File: config.mk
export PLATFORM = sky130hd
export DESIGN_NAME = crc_stream
export DESIGN_NICKNAME = d
export VERILOG_FILES = /design/src/rtl/crc_pkg.sv /design/src/rtl/crc_step.sv /design/src/rtl/crc_stream.sv
export SDC_FILE = /design/constraint.sdc
export NUM_CORES = 1
export LEC_CHECK = 0
export CORE_MARGIN = 2
export CORE_UTILIZATION = 47
export CTS_CLUSTER_SIZE = 30
export DETAILED_ROUTE_END_ITERATION = 12
export GPL_TIMING_DRIVEN = 1
export MAX_ROUTING_LAYER = met4
export PLACE_DENSITY = 0.82
export REMOVE_ABC_BUFFERS = 1
export SYNTH_ARGS = -nofsm -noshare
export SYNTH_HDL_FRONTEND = slang
export SYNTH_SLANG_ARGS = --single-unit
File: constraint.sdc
create_clock -name clk_i -period 3 [get_ports clk_i]
set_input_delay 0.75 -clock clk_i [delete_from_list [all_inputs] [get_ports clk_i]]
set_output_delay 0.75 -clock clk_i [all_outputs]
set_load 0.02 [all_outputs]
File: src/rtl/crc_pkg.sv
// Shared types and helpers for the streaming CRC engine: state enum,
// bit-reverse helper and well-known polynomial/init constants.
package crc_pkg;

    typedef enum logic {ACCUM, HOLD} crc_state_e;

    localparam logic [31:0] CRC8_POLY        = 32'h0000_0007;
    localparam logic [31:0] CRC8_INIT        = 32'h0000_0000;
    localparam logic [31:0] CRC16_CCITT_POLY = 32'h0000_1021;
    localparam logic [31:0] CRC16_CCITT_INIT = 32'h0000_FFFF;
    localparam logic [31:0] CRC32_POLY       = 32'h04C1_1DB7;
    localparam logic [31:0] CRC32_INIT       = 32'hFFFF_FFFF;
    localparam logic [31:0] CRC32_XOR_OUT    = 32'hFFFF_FFFF;

    // Reverses the low `width` bits of v; bits at and above `width` come back zero.
    function automatic logic [31:0] bit_rev(input logic [31:0] v, input int width);
        logic [31:0] r;
        int          j;
        r = '0;
        for (int i = 0; i < 32; i++) begin
            j = width - 1 - i;
            if (j >= 0) r[i] = v[j[4:0]];
        end
        return r;
    endfunction

endpackage

File: src/rtl/crc_step.sv
// Combinational CRC advance: folds one DATA_WIDTH word (MSB byte first,
// each byte MSB bit first) into the current register.
module crc_step
    import crc_pkg::*;
#(
    parameter int          CRC_WIDTH  = 8,
    parameter logic [31:0] POLYNOMIAL = 32'h07,
    parameter int          DATA_WIDTH = 8,
    parameter bit          REFLECT_IN = 1'b0
) (
    input  logic [CRC_WIDTH-1:0]  crc_cur,
    input  logic [DATA_WIDTH-1:0] data,
    output logic [CRC_WIDTH-1:0]  crc_nxt
);

    localparam int                   NBYTES = DATA_WIDTH / 8;
    localparam logic [CRC_WIDTH-1:0] POLY   = POLYNOMIAL[CRC_WIDTH-1:0];

    logic [CRC_WIDTH-1:0] crc_v;
    logic [7:0]           byte_v;
    logic                 fb;

    always_comb begin
        crc_v  = crc_cur;
        byte_v = '0;
        fb     = 1'b0;
        for (int b = 0; b < NBYTES; b++) begin
            byte_v = data[DATA_WIDTH-1-8*b -: 8];
            if (REFLECT_IN) byte_v = 8'(bit_rev(32'(byte_v), 8));
            // Shifting by 1 keeps CRC_WIDTH=1 legal (no [W-2:0] slice).
            for (int i = 7; i >= 0; i--) begin
                fb    = crc_v[CRC_WIDTH-1] ^ byte_v[i];
                crc_v = (crc_v << 1) ^ (fb ? POLY : '0);
            end
        end
        crc_nxt = crc_v;
    end

endmodule

File: src/rtl/crc_stream.sv
// Parametrised streaming CRC engine with valid/ready input and result handshakes.
// Optional residue check (match_o) is built when CRC_STREAM_CHECK_EN is defined.
module crc_stream
    import crc_pkg::*;
#(
    parameter int          CRC_WIDTH     = 8,
    parameter logic [31:0] POLYNOMIAL    = 32'h07,
    parameter logic [31:0] INIT          = 32'h0,
    parameter logic [31:0] XOR_OUT       = 32'h0,
    parameter int          DATA_WIDTH    = 8,
    parameter bit          REFLECT_IN    = 1'b0,
    parameter bit          REFLECT_OUT   = 1'b0
`ifdef CRC_STREAM_CHECK_EN
  , parameter logic [31:0] CHECK_RESIDUE = 32'h0
`endif
) (
    input  logic                  clk_i,
    input  logic                  rst_i,
    input  logic [DATA_WIDTH-1:0] data_i,
    input  logic                  data_valid_i,
    input  logic                  data_last_i,
    output logic                  data_ready_o,
    output logic [CRC_WIDTH-1:0]  crc_o,
    output logic [CRC_WIDTH-1:0]  result_o,
    output logic                  result_valid_o,
`ifdef CRC_STREAM_CHECK_EN
    output logic                  match_o,
`endif
    input  logic                  result_ready_i
);

    localparam logic [CRC_WIDTH-1:0] INIT_W = INIT[CRC_WIDTH-1:0];
    localparam logic [CRC_WIDTH-1:0] XOR_W  = XOR_OUT[CRC_WIDTH-1:0];

    crc_state_e           state_q, state_d;
    logic [CRC_WIDTH-1:0] crc_q, crc_nxt, result_q, final_crc;
    logic                 accept, last_acc;

    assign result_valid_o = (state_q == HOLD);
    assign data_ready_o   = !result_valid_o || result_ready_i;
    assign accept         = data_valid_i && data_ready_o;
    assign last_acc       = accept && data_last_i;

    crc_step #(
        .CRC_WIDTH  (CRC_WIDTH),
        .POLYNOMIAL (POLYNOMIAL),
        .DATA_WIDTH (DATA_WIDTH),
        .REFLECT_IN (REFLECT_IN)
    ) u_step (
        .crc_cur (crc_q),
        .data    (data_i),
        .crc_nxt (crc_nxt)
    );

    assign final_crc = (REFLECT_OUT ? CRC_WIDTH'(bit_rev(32'(crc_nxt), CRC_WIDTH))
                                    : crc_nxt) ^ XOR_W;

    always_ff @(posedge clk_i) begin
        if (rst_i) state_q <= ACCUM;
        else       state_q <= state_d;
    end

    always_comb begin
        state_d = state_q;
        case (state_q)
            ACCUM:   if (last_acc) state_d = HOLD;
            HOLD:    if (last_acc)            state_d = HOLD;
                     else if (result_ready_i) state_d = ACCUM;
            default: state_d = ACCUM;
        endcase
    end

    // A last word restarts the register at INIT so the next word opens a new frame.
    always_ff @(posedge clk_i) begin
        if (rst_i) begin
            crc_q    <= INIT_W;
            result_q <= '0;
        end else begin
            if (accept)   crc_q    <= data_last_i ? INIT_W : crc_nxt;
            if (last_acc) result_q <= final_crc;
        end
    end

    assign crc_o    = crc_q;
    assign result_o = result_q;

`ifdef CRC_STREAM_CHECK_EN
    localparam logic [CRC_WIDTH-1:0] RESIDUE_W = CHECK_RESIDUE[CRC_WIDTH-1:0];
    logic match_q;

    always_ff @(posedge clk_i) begin
        if (rst_i)         match_q <= 1'b0;
        else if (last_acc) match_q <= (crc_nxt == RESIDUE_W);
    end

    assign match_o = match_q;
`endif

endmodule

== Yosys cells after proc, flatten, opt, wreduce, memory -nomap -nowiden ==
Cells that the tools add are included.

* Mux-type cells: 13
* Bitwise gates (word level): 17
* Reductions and logical operators: 4

{| class="wikitable"
|+ Operator list
! kind !! count
|-
| XOR 8 bit || 6
|-
| two-way mux 3 bit || 8
|-
| XOR 8 x 3 -> 8 bit || 2
|-
| two-way mux 8 bit || 1
|-
| XOR 1 bit || 8
|-
| two-way mux 1 bit || 3
|-
| logical AND 1 bit || 2
|-
| case mux 1 bit (2 select lines) || 1
|-
| zero test 1 bit || 1
|-
| logical OR 1 bit || 1
|-
| NOT 1 bit || 1
|}

* Bits in registers: 17
* Output and inout bits: 18
* Input bits: 13

== Logic depth before layout (Yosys ltp) ==
Gate-level depths: netlist of run 1.

* Depth in word-level cells: 25
* Gate-level depth with buffers: 7
* Gate-level depth less buffers: 5

== By module ==
From an unflattened synthesis of run 1, not the netlist that was laid out.

* Cells, all modules: 100
* Area total of the unflattened synthesis: 955.9 sq um

{| class="wikitable"
|+ Modules (own cells, without submodules)
! module !! seq. area each (sq um) !! times used !! area each (sq um) !! cells an instance
|-
| crc_stream || 340.3 || 1 || 740.7 || 77
|-
| crc_step || 0.0 || 1 || 215.2 || 23
|}

== Worst setup path after synthesis of run 1 ==
Ideal clock, no wire load.

* Kind: input to register
* From: in data_i[7]
* To: reg crc_q[3] (netlist: crc_o[3])
* Path buffers: 0
* Stages on the path: 4
* Slack: 0.933 ns
* Arrival time: 1.992 ns
* Setup time: 0.074 ns
* Required time: 2.926 ns
* Path through: xnor2_2 xnor3_1 or4_1 a31oi_1

* Cells in the longest elaborated chain, start to end: 13

{| class="wikitable"
|+ RTL lines
! what !! line !! RTL
|-
| start, declared || crc_stream.sv:19 || <nowiki>input logic [DATA_WIDTH-1:0] data_i,</nowiki>
|-
| XOR 1 bit || crc_step.sv:32 || <nowiki>fb = crc_v[CRC_WIDTH-1] ^ byte_v[i];</nowiki>
|-
| two-way mux 3 bit || crc_step.sv:33 || <nowiki>crc_v = (crc_v << 1) ^ (fb ? POLY : '0);</nowiki>
|-
| XOR 8 bit (6 in a row) || crc_step.sv:33 ||
|-
| XOR 1 bit || crc_step.sv:32 ||
|-
| two-way mux 3 bit || crc_step.sv:33 ||
|-
| XOR 8 x 3 -> 8 bit (2 in a row) || crc_step.sv:33 ||
|-
| two-way mux 8 bit || crc_stream.sv:79 || <nowiki>if (accept) crc_q <= data_last_i ? INIT_W : crc_nxt;</nowiki>
|-
| end signal, assigned || crc_stream.sv:79 ||
|-
| end, declared || crc_stream.sv:36 || <nowiki>logic [CRC_WIDTH-1:0] crc_q, crc_nxt, result_q, final_crc;</nowiki>
|}

No other way between the ends.
A chain may end at the register's enable or synchronous reset.

== Worst setup path after layout of run 1 ==
* From: in result_ready_i
* To: out data_ready_o

* Cells in the longest elaborated chain, start to end: 1

{| class="wikitable"
|+ RTL lines
! what !! line !! RTL
|-
| start, declared || crc_stream.sv:29 || <nowiki>input logic result_ready_i</nowiki>
|-
| logical OR 1 bit || crc_stream.sv:40 || <nowiki>assign data_ready_o = !result_valid_o || result_ready_i;</nowiki>
|-
| end, declared || crc_stream.sv:22 || <nowiki>output logic data_ready_o,</nowiki>
|}

No other way between the ends.

==> metrics.cfg, run 1 <==
[placed_design]
gp_congestion=0.6843
dpl_cell_area_um2=1226
post-place-ws_ns=0.2967
hpwl_um=1386
io_buffer_count=30

[global_routing]
grt_pass1_wl_um=2904
grt_pass1_vias=621
grt_max_degree=19
grt.total_usage=0.1947
grt-ovfl-total=0
antenna_found_initial=0

[layout]
antenna_cells=0
regArea_um2=340.3
nNetsFinal=130
final_area_um2=1252
drive_gt1_frac=0.05172
syn2layout_area_growth_pct=37.69
multiInputGateArea_um2=550.5
filler_cell_count=145

[cts]
cts_tree=yes
clkSinkCount=17
clkLatencyLatePin_ns=0.30
cts_max_level=1
clk_path_buf_depth=2
cts_buffers=3
post_cts_buffers=0
hold_buffers=0
cts_root_buf=clkbuf_4
path_clk_slew_ns=0.09
cts_resized=0

[sta]
setup_viol=0
setup_ws_ns=0.3054
worst_hold_slack_ns=0.4965
max_freq_mhz=371.1
tightest_slew_ns=0.6434
slew_violations=0
grt_setup_unrepaired=false
slew-limit-headroom=0.5702
final_hold_viol_count=0
fin_crit_ns=2.695
clock_skew_ns=0.009783
fin_crit_sh=0.8982
fin_setup_tns_ns=0

[power]
leakage_uw=0.0004990
p_sw_uw=249.7
p_comb_frac=0.473
p_per_area_nw_per_um2=609.6
p_int_uw=513.8
clockPowerShare=0.162
ir_drop_mv=0.3383
pwr-share-seq=0.365
power_uw=763.5
switching_share=0.3271

[critical_path]
crit_type=input pin to output port
cp.required_ns=2.25
critical_path.startpoint_type=input pin
critPathMaxFanout=3
critPathArrivalTime_ns=1.94
worstSetupEndpointType=output port

[drt]
num_vias=687
wl_per_cell_um=13.00
ant_nets=0
drc=0
drt_iter0_markers=10
wl_um=1833
dr.pass1.iters=4
vias_per_cell=4.872

[synthesis]
synth-seq-area-share=0.3741
syn_area_um2=909.6
synth_common_cells=dfxtp_1 (17), nor2_1 (12), xnor2_1 (9), nand2_1 (8)
synth_flop_cell=dfxtp_1
syn_avg_cell_area_um2=10.58
yosys_register_bits=17
synth_cell_type_count=25
synth_edf_count=0
yosysWarnings=0
post_synth_inst_count=86
async_flop_share=0
yosysMostFrequentCell=dfxtp_1
yosys-top-cells-area=dfxtp_1 (37%), xnor3_1 (12%), xnor2_1 (8.7%)
yosys.area.top_type_share=0.3741
synth_top_area_cell=dfxtp_1

[floorplanning]
dieArea_um2=2303
core_um2=1764
start_util=0.5156
die_h_um=47.99
rows=15
num_io_pins=31
die_x_um=47.99

[job]
cap_violations=0

[run_status]
outcome=finished clean

[worst_hold_path]
hold_path.class=flop to flop

==> cell families after synthesis <==
group | after synthesis | share of synthesized area
muxes | 5 | 0.05502
buffers and inverters | 5 | 0.02062
and+or+nand+nor | 28 | 0.1444
xor gates and xnor gates | 20 | 0.3301
DFF | 17 | 0.3741
AOI/OAI and AO/OA | 11 | 0.07565
==> metrics by stage <==
stage,cells,utilization
4_1_cts,141,0.7099
6_report,141,0.7099
3_5_place_dp,137,0.6950
5_1_grt,141,0.7099
3_3_place_gp,137,0.6950
2_1_floorplan,82,-
==> placed cells by master, fill, tap and decap left out, drive strengths merged, types with 3 or more instances in the layout <==
cell / n
a211oi: 3
a21oi: 3
clkbuf: 4
clkdlybuf4s50: 30
dfxtp: 17
mux2i: 5
nand2: 8
nand3b: 3
nor2: 12
xnor2: 10
xnor3: 6
==> metal layers <==
layer	GRT usage	share of wire	vias to the layer above
met5	-	0	-
met4	0.09730	0.020	0
met3	0.04528	0.037	5
met2	0.2853	0.50	17
met1	0.2500	0.44	313
li1	-	-	352
==> power by group through the flow <==
| stage | logic [uW] | registers (uW) | clock network [uW] |
|---|---|---|---|
| 2_1_floorplan | 219 | 316 | 0 |
| 3_3_place_gp | 357 | 282 | 0 |
| 3_5_place_dp | 363 | 284 | 0 |
| 4_1_cts | 364 | 279 | 128 |
| 5_1_grt | 388 | 283 | 141 |
| 6_report | 361 | 279 | 124 |
==> area by class of cell <==
class | count | share of cell area
Tap cell | 25 | 0.02498
Timing Repair Buffer | 30 | 0.2398
Sequential cell | 17 | 0.2717
Clock buffer | 4 | 0.02098
Multi-Input combinational cell | 64 | 0.4396
Inverter | 1 | 0.002997
==> final timing paths <==
kind | startpoint | end | slack, ns | cells past startpoint
hold / removal | result_o[6]$_SDFFE_PP0P_ | result_o[6]$_SDFFE_PP0P_ | 0.50 | 2
setup / recovery | result_ready_i | data_ready_o | 0.31 | 4
hold reg to reg | result_o[6]$_SDFFE_PP0P_ | result_o[6]$_SDFFE_PP0P_ | 0.50 | 2
setup reg to reg | crc_o[7]$_SDFFE_PP0P_ | crc_o[3]$_SDFFE_PP0P_ | 1.20 | 4
==> worst max-delay path: stages <==
cell,delay (ns)
clkdlybuf4s50_1,0.39
nor2b_1,0.18
inv_1,0.09
clkdlybuf4s50_1,0.54
==> registers in the layout, indices dropped and copies added, names as in the netlist <==
signal / flops
result_valid_o: 1
crc_o: 8
result_o: 8
No activity file was read; power rests on OpenSTA's default activity.
==> run 2, diff against run 1 <==
- CORE_UTILIZATION: 47 -> 40
- PLACE_DENSITY: 0.82 -> 0.72
==> run 2 against run 1 <==
Effect of this change:
- global-route usage is 3.3 points lower
- count of clock-buffer cells in the layout decreased by 1
- setup slack lost 0.034 ns
- sequential share of layout area decreased by 0.27 points
- routed wire length rose by 0.93%
- clock power hardly changed
- critical endpoint unchanged
==> metrics.cfg, run 2 (synthesis gave the netlist of run 1 again) <==
[run_status]
outcome=finished clean

[sta]
tightest_slew_ns=0.5739
max_freq_mhz=366.5
slew-limit-headroom=0.6166
grt_setup_unrepaired=false
fin_crit_ns=2.729
fin_crit_sh=0.9095
setup_viol=0
setup_ws_ns=0.2714
clock_skew_ns=0.0009089
slew_violations=0
fin_setup_tns_ns=0
final_hold_viol_count=0

[critical_path]
critPathArrivalTime_ns=1.98
r2r_slack_ns=1.17
rr_endpoint=crc_o[3]$_SDFFE_PP0P_
reg2reg_depth=4
critPathMaxFanout=3
crit_type=input pin to output port
cp.required_ns=2.25
reg2reg_from=crc_o[7]$_SDFFE_PP0P_
worstSetupEndpointType=output port
critical_path.startpoint_type=input pin

[layout]
final_common_cell=clkdlybuf4s50_1
final_area_um2=1265
nNetsFinal=131
antenna_cells=0
drive_gt1_frac=0.06838
syn2layout_area_growth_pct=39.06
final_cell_count_no_fill=145
final_cell_mix=clkdlybuf4s50_1 (30), dfxtp_1 (17), nor2_1 (12), xnor2_1 (9), nand2_1 (8)

[placed_design]
hpwl_um=1408
post-place-ws_ns=0.2689
place_inst=141
dpl_cell_area_um2=1237
gp_congestion=0.7755
io_buffer_count=30

[floorplanning]
start_util=0.4152
num_io_pins=31
rows=17
core_um2=2191
dieArea_um2=2671
die_h_um=51.69
die_x_um=51.69

[global_routing]
met2_usage=0.2714
grt_pass1_vias=709
grt_max_degree=13
grt_pass1_wl_um=3042
grt-ovfl-total=0
antenna_found_initial=0
grt_most_used_layer=met2
grt_use_met1=0.1786
grt.total_usage=0.1619
grt.met3_usage=0.04310

[cts]
cts_resized=0
cts_buffers=3
clkSinkCount=17
post_cts_buffers=0
cts_tree=yes
cts_root_buf=clkbuf_4
clkLatencyLatePin_ns=0.29
path_clk_slew_ns=0.10
hold_buffers=0
cts_max_level=1
clk_path_buf_depth=2

[worst_hold_path]
hold_depth=2
hold_path_end=crc_o[6]$_SDFFE_PP0P_
hold_start=crc_o[6]$_SDFFE_PP0P_
hold_path.class=flop to flop

[drt]
wl_um=1850
drt_iter0_markers=9
ant_nets=0
num_vias=690
dr.pass1.iters=4
drc=0
vias_per_cell=4.759
wl_per_cell_um=12.76

[power]
power_uw=761.8
leakage_uw=0.0005065
p_per_area_nw_per_um2=602.3
ir_drop_mv=0.4318

[job]
cap_violations=0

-- run 2: cell count changes in the layout (fill, tap and decap cells not counted), sizes merged --
cell / delta
buf: +1
clkbuf: -1
clkinv: +1
-- run 2: layout make-up --
cell class / instances / area [um^2]
Fill cell: 191 / 925.9
Multi-Input combinational cell: 64 / 550.5
Sequential cell: 17 / 340.3
Timing Repair Buffer: 31 / 307.8
Tap cell: 28 / 35.03
Clock buffer: 3 / 22.52
Clock inverter: 1 / 5.005
Inverter: 1 / 3.754
-- run 2: routing by layer --
layer	vias to the layer above	part of all wire
met5	-	0
met4	0	0.024
met3	5	0.041
met2	16	0.50
met1	315	0.43
li1	354	-
-- run 2: worst max path at each step --
stage	from	endpoint	slack [ns]	cells past startpoint
3_5_place_dp	result_ready_i	data_ready_o	0.27	4
5_1_grt	result_ready_i	data_ready_o	0.21	4
4_1_cts	result_ready_i	data_ready_o	0.26	4
6_report	result_ready_i	data_ready_o	0.27	4
3_3_place_gp	result_ready_i	data_ready_o	0.31	4
2_1_floorplan	data_i[7]	crc_o[3]$_SDFFE_PP0P_	0.93	4
-- run 2: stage by stage --
stage	util	hold WS [ns]
2_1_floorplan	-	0.5469
3_3_place_gp	0.5648	0.4703
5_1_grt	0.5774	0.5309
4_1_cts	0.5774	0.5061
6_report	0.5774	0.5016
3_5_place_dp	0.5648	0.4827
-- run 2: power breakdown --
group          internal (uW)  switching (uW)  total, uW
Combinational            208             153        361
Clock                   49.6            73.9        124
Sequential               255            22.2        277
Total                    512             249        762
-- run 2: worst max-delay path, stage by stage --
cell             delay (ns)
clkdlybuf4s50_1        0.40
nor2b_1                0.18
inv_1                  0.10
clkdlybuf4s50_1        0.55
==> run 3, diff against run 2 <==
- ABC_AREA: not set -> 1
- GPL_TIMING_DRIVEN: 1 -> 0
- PLACE_DENSITY: 0.72 -> 0.71
==> run 3 against run 2 <==
Effect of this change:
- largest power group is now sequential cells
- highest routed layer unchanged
- routed wire length up 14%
- first-iteration DRC count up 67%
- register-to-register slack better by 0.45 ns
- global-route usage up 1.2 points
==> metrics.cfg, run 3 <==
[critical_path]
reg2reg_from=crc_o[2]$_SDFFE_PP0P_
path_cells=clkdlybuf4s50_1 > nor2_1 > inv_2 > clkdlybuf4s50_1
crit_type=input pin to output port
crit_buf_inv=3
cp_common_cell=clkdlybuf4s50_1
critical_path.startpoint_type=input pin
cp.required_ns=2.25
critical_path.max_stage_delay_ns=0.61
crit_family=buffers and inverters
crit_start=result_ready_i
critPathMaxFanout=3
cp_slowest_cell=clkdlybuf4s50_1
worstSetupEndpointType=output port
critPathArrivalTime_ns=1.95

[cts]
post_cts_buffers=0
cts_tree=yes
path_clk_slew_ns=0.10
clk_path_buf_depth=2
cts_root_buf=clkbuf_4
hold_buffers=0
cts_resized=0
clkSinkCount=17
cts_buffers=3
cts_max_level=1
clkLatencyLatePin_ns=0.29

[global_routing]
grt_pass1_wl_um=3491
grt.total_usage=0.1737
antenna_found_initial=0
grt_pass1_vias=856
grt_max_degree=15
grt-ovfl-total=0

[sta]
final_hold_viol_count=0
setup_viol=0
max_freq_mhz=370.6
clock_skew_ns=0.001681
setup_ws_ns=0.3020
fin_crit_ns=2.698
slew-limit-headroom=0.7645
fin_setup_tns_ns=0
tightest_slew_ns=0.3529
fin_crit_sh=0.8993
grt_setup_unrepaired=false
slew_violations=0
worst_hold_slack_ns=0.4978

[worst_hold_path]
hold_start=crc_o[0]$_SDFFE_PP0P_
hold_path.class=flop to flop

[floorplanning]
dieArea_um2=2777
rows=17
core_um2=2233
die_x_um=52.70
die_h_um=52.70
start_util=0.4247
num_io_pins=31

[drt]
drt_iter0_markers=15
dr.pass1.iters=5
wl_um=2103
num_vias=950
drc=0
wl_per_cell_um=10.41
ant_nets=0
vias_per_cell=4.703

[layout]
syn2layout_area_growth_pct=37.34
final_common_cell=nand2_1
filler_cell_count=233
nNetsFinal=188
final_cell_mix=nand2_1 (51), clkdlybuf4s50_1 (30), inv_1 (20), dfxtp_1 (17), a21oi_1 (10)
drive_gt1_frac=0.07471
final_cell_count_no_fill=202
antenna_cells=0

[run_status]
outcome=finished clean

[synthesis]
async_flop_share=0
yosys_register_bits=17
synth_top_area_cell=dfxtp_1
post_synth_inst_count=142
yosys-top-cells-area=dfxtp_1 (36%), nand2_1 (20%), inv_1 (7.9%)
synth_common_cells=nand2_1 (51), inv_1 (20), dfxtp_1 (17), a21oi_1 (10), nand3_1 (9)
synth_fa_ha_area_frac=0
synth_compound_area_frac=0.1425
synth_top_family_by_area=simple AND/OR/NAND/NOR gates
yosysWarnings=0
synth_flop_cell=dfxtp_1
synth-simple-area-share=0.2902
synth-seq-area-share=0.3588
synthMuxAreaShare=0
yosys.area.top_type_share=0.3588
syn_area_um2=948.4
synthXorXnorAreaFrac=0.1082
syn_avg_cell_area_um2=6.679
synth_edf_count=0
synth_cell_type_count=20
yosysMostFrequentCell=nand2_1

[power]
leakage_uw=0.0006257
ir_drop_mv=0.3179
p_per_area_nw_per_um2=459.8

[placed_design]
place_inst=198
hpwl_um=1613
gp_congestion=0.8157
io_buffer_count=30
post-place-ws_ns=0.3007

[job]
cap_violations=0

[run 3: cells by family (layout without fill, tap and decap cells)]
| kind of cell | Yosys count | after routing |
|---|---|---|
| xor gates and xnor gates | 10 | 10 |
| buffers and inverters | 25 | 57 |
| DFF | 17 | 17 |
| and+or+nand+nor | 66 | 66 |
| AOI/OAI and AO/OA | 24 | 24 |
[run 3: final timing paths]
kind,endpoint,slack (ns),depth (start not counted)
worst max-delay path,data_ready_o,0.30,4
worst min-delay path,crc_o[0]$_SDFFE_PP0P_,0.50,2
worst max register to register,crc_o[3]$_SDFFE_PP0P_,1.62,7
worst min register to register,crc_o[0]$_SDFFE_PP0P_,0.50,2
[run 3: tightest hold or removal path, stage by stage, from the launching register on]
cell,delay (ns)
dfxtp_1,0.34
nand2_1,0.07
a21oi_1,0.05
[run 3: per-layer routing]
layer	part of all wire	routed length, um	up-vias	track usage
li1	-	-	504	-
met1	0.48	1003	416	0.2172
met2	0.47	994	26	0.2833
met3	0.039	83	4	0.02571
met4	0.010	21	0	0.06410
met5	0	0	-	-
[run 3: cell type report]
cell class | instances | area, um^2 | share of cell area
Clock inverter | 1 | 5.005 | 0.003842
Tap cell | 28 | 35.03 | 0.02690
Sequential cell | 17 | 340.3 | 0.2613
Inverter | 23 | 86.33 | 0.06628
Clock buffer | 3 | 22.52 | 0.01729
Multi-Input combinational cell | 100 | 513.0 | 0.3939
Timing Repair Buffer | 30 | 300.3 | 0.2305
[run 3: power breakdown]
group	total, uW	switching, uW	internal, uW
sequential	257	13.1	244
clock	125	75.8	49.6
combinational	217	122	94.9
[run 3: stage by stage]
step	util	total power [uW]	cell area, um^2
6_report	0.5832	598.9	1303
2_1_floorplan	-	399.6	939.7
3_3_place_gp	0.5709	476.5	1275
5_1_grt	0.5832	636.9	1303
4_1_cts	0.5832	604.5	1303
3_5_place_dp	0.5709	479.5	1275
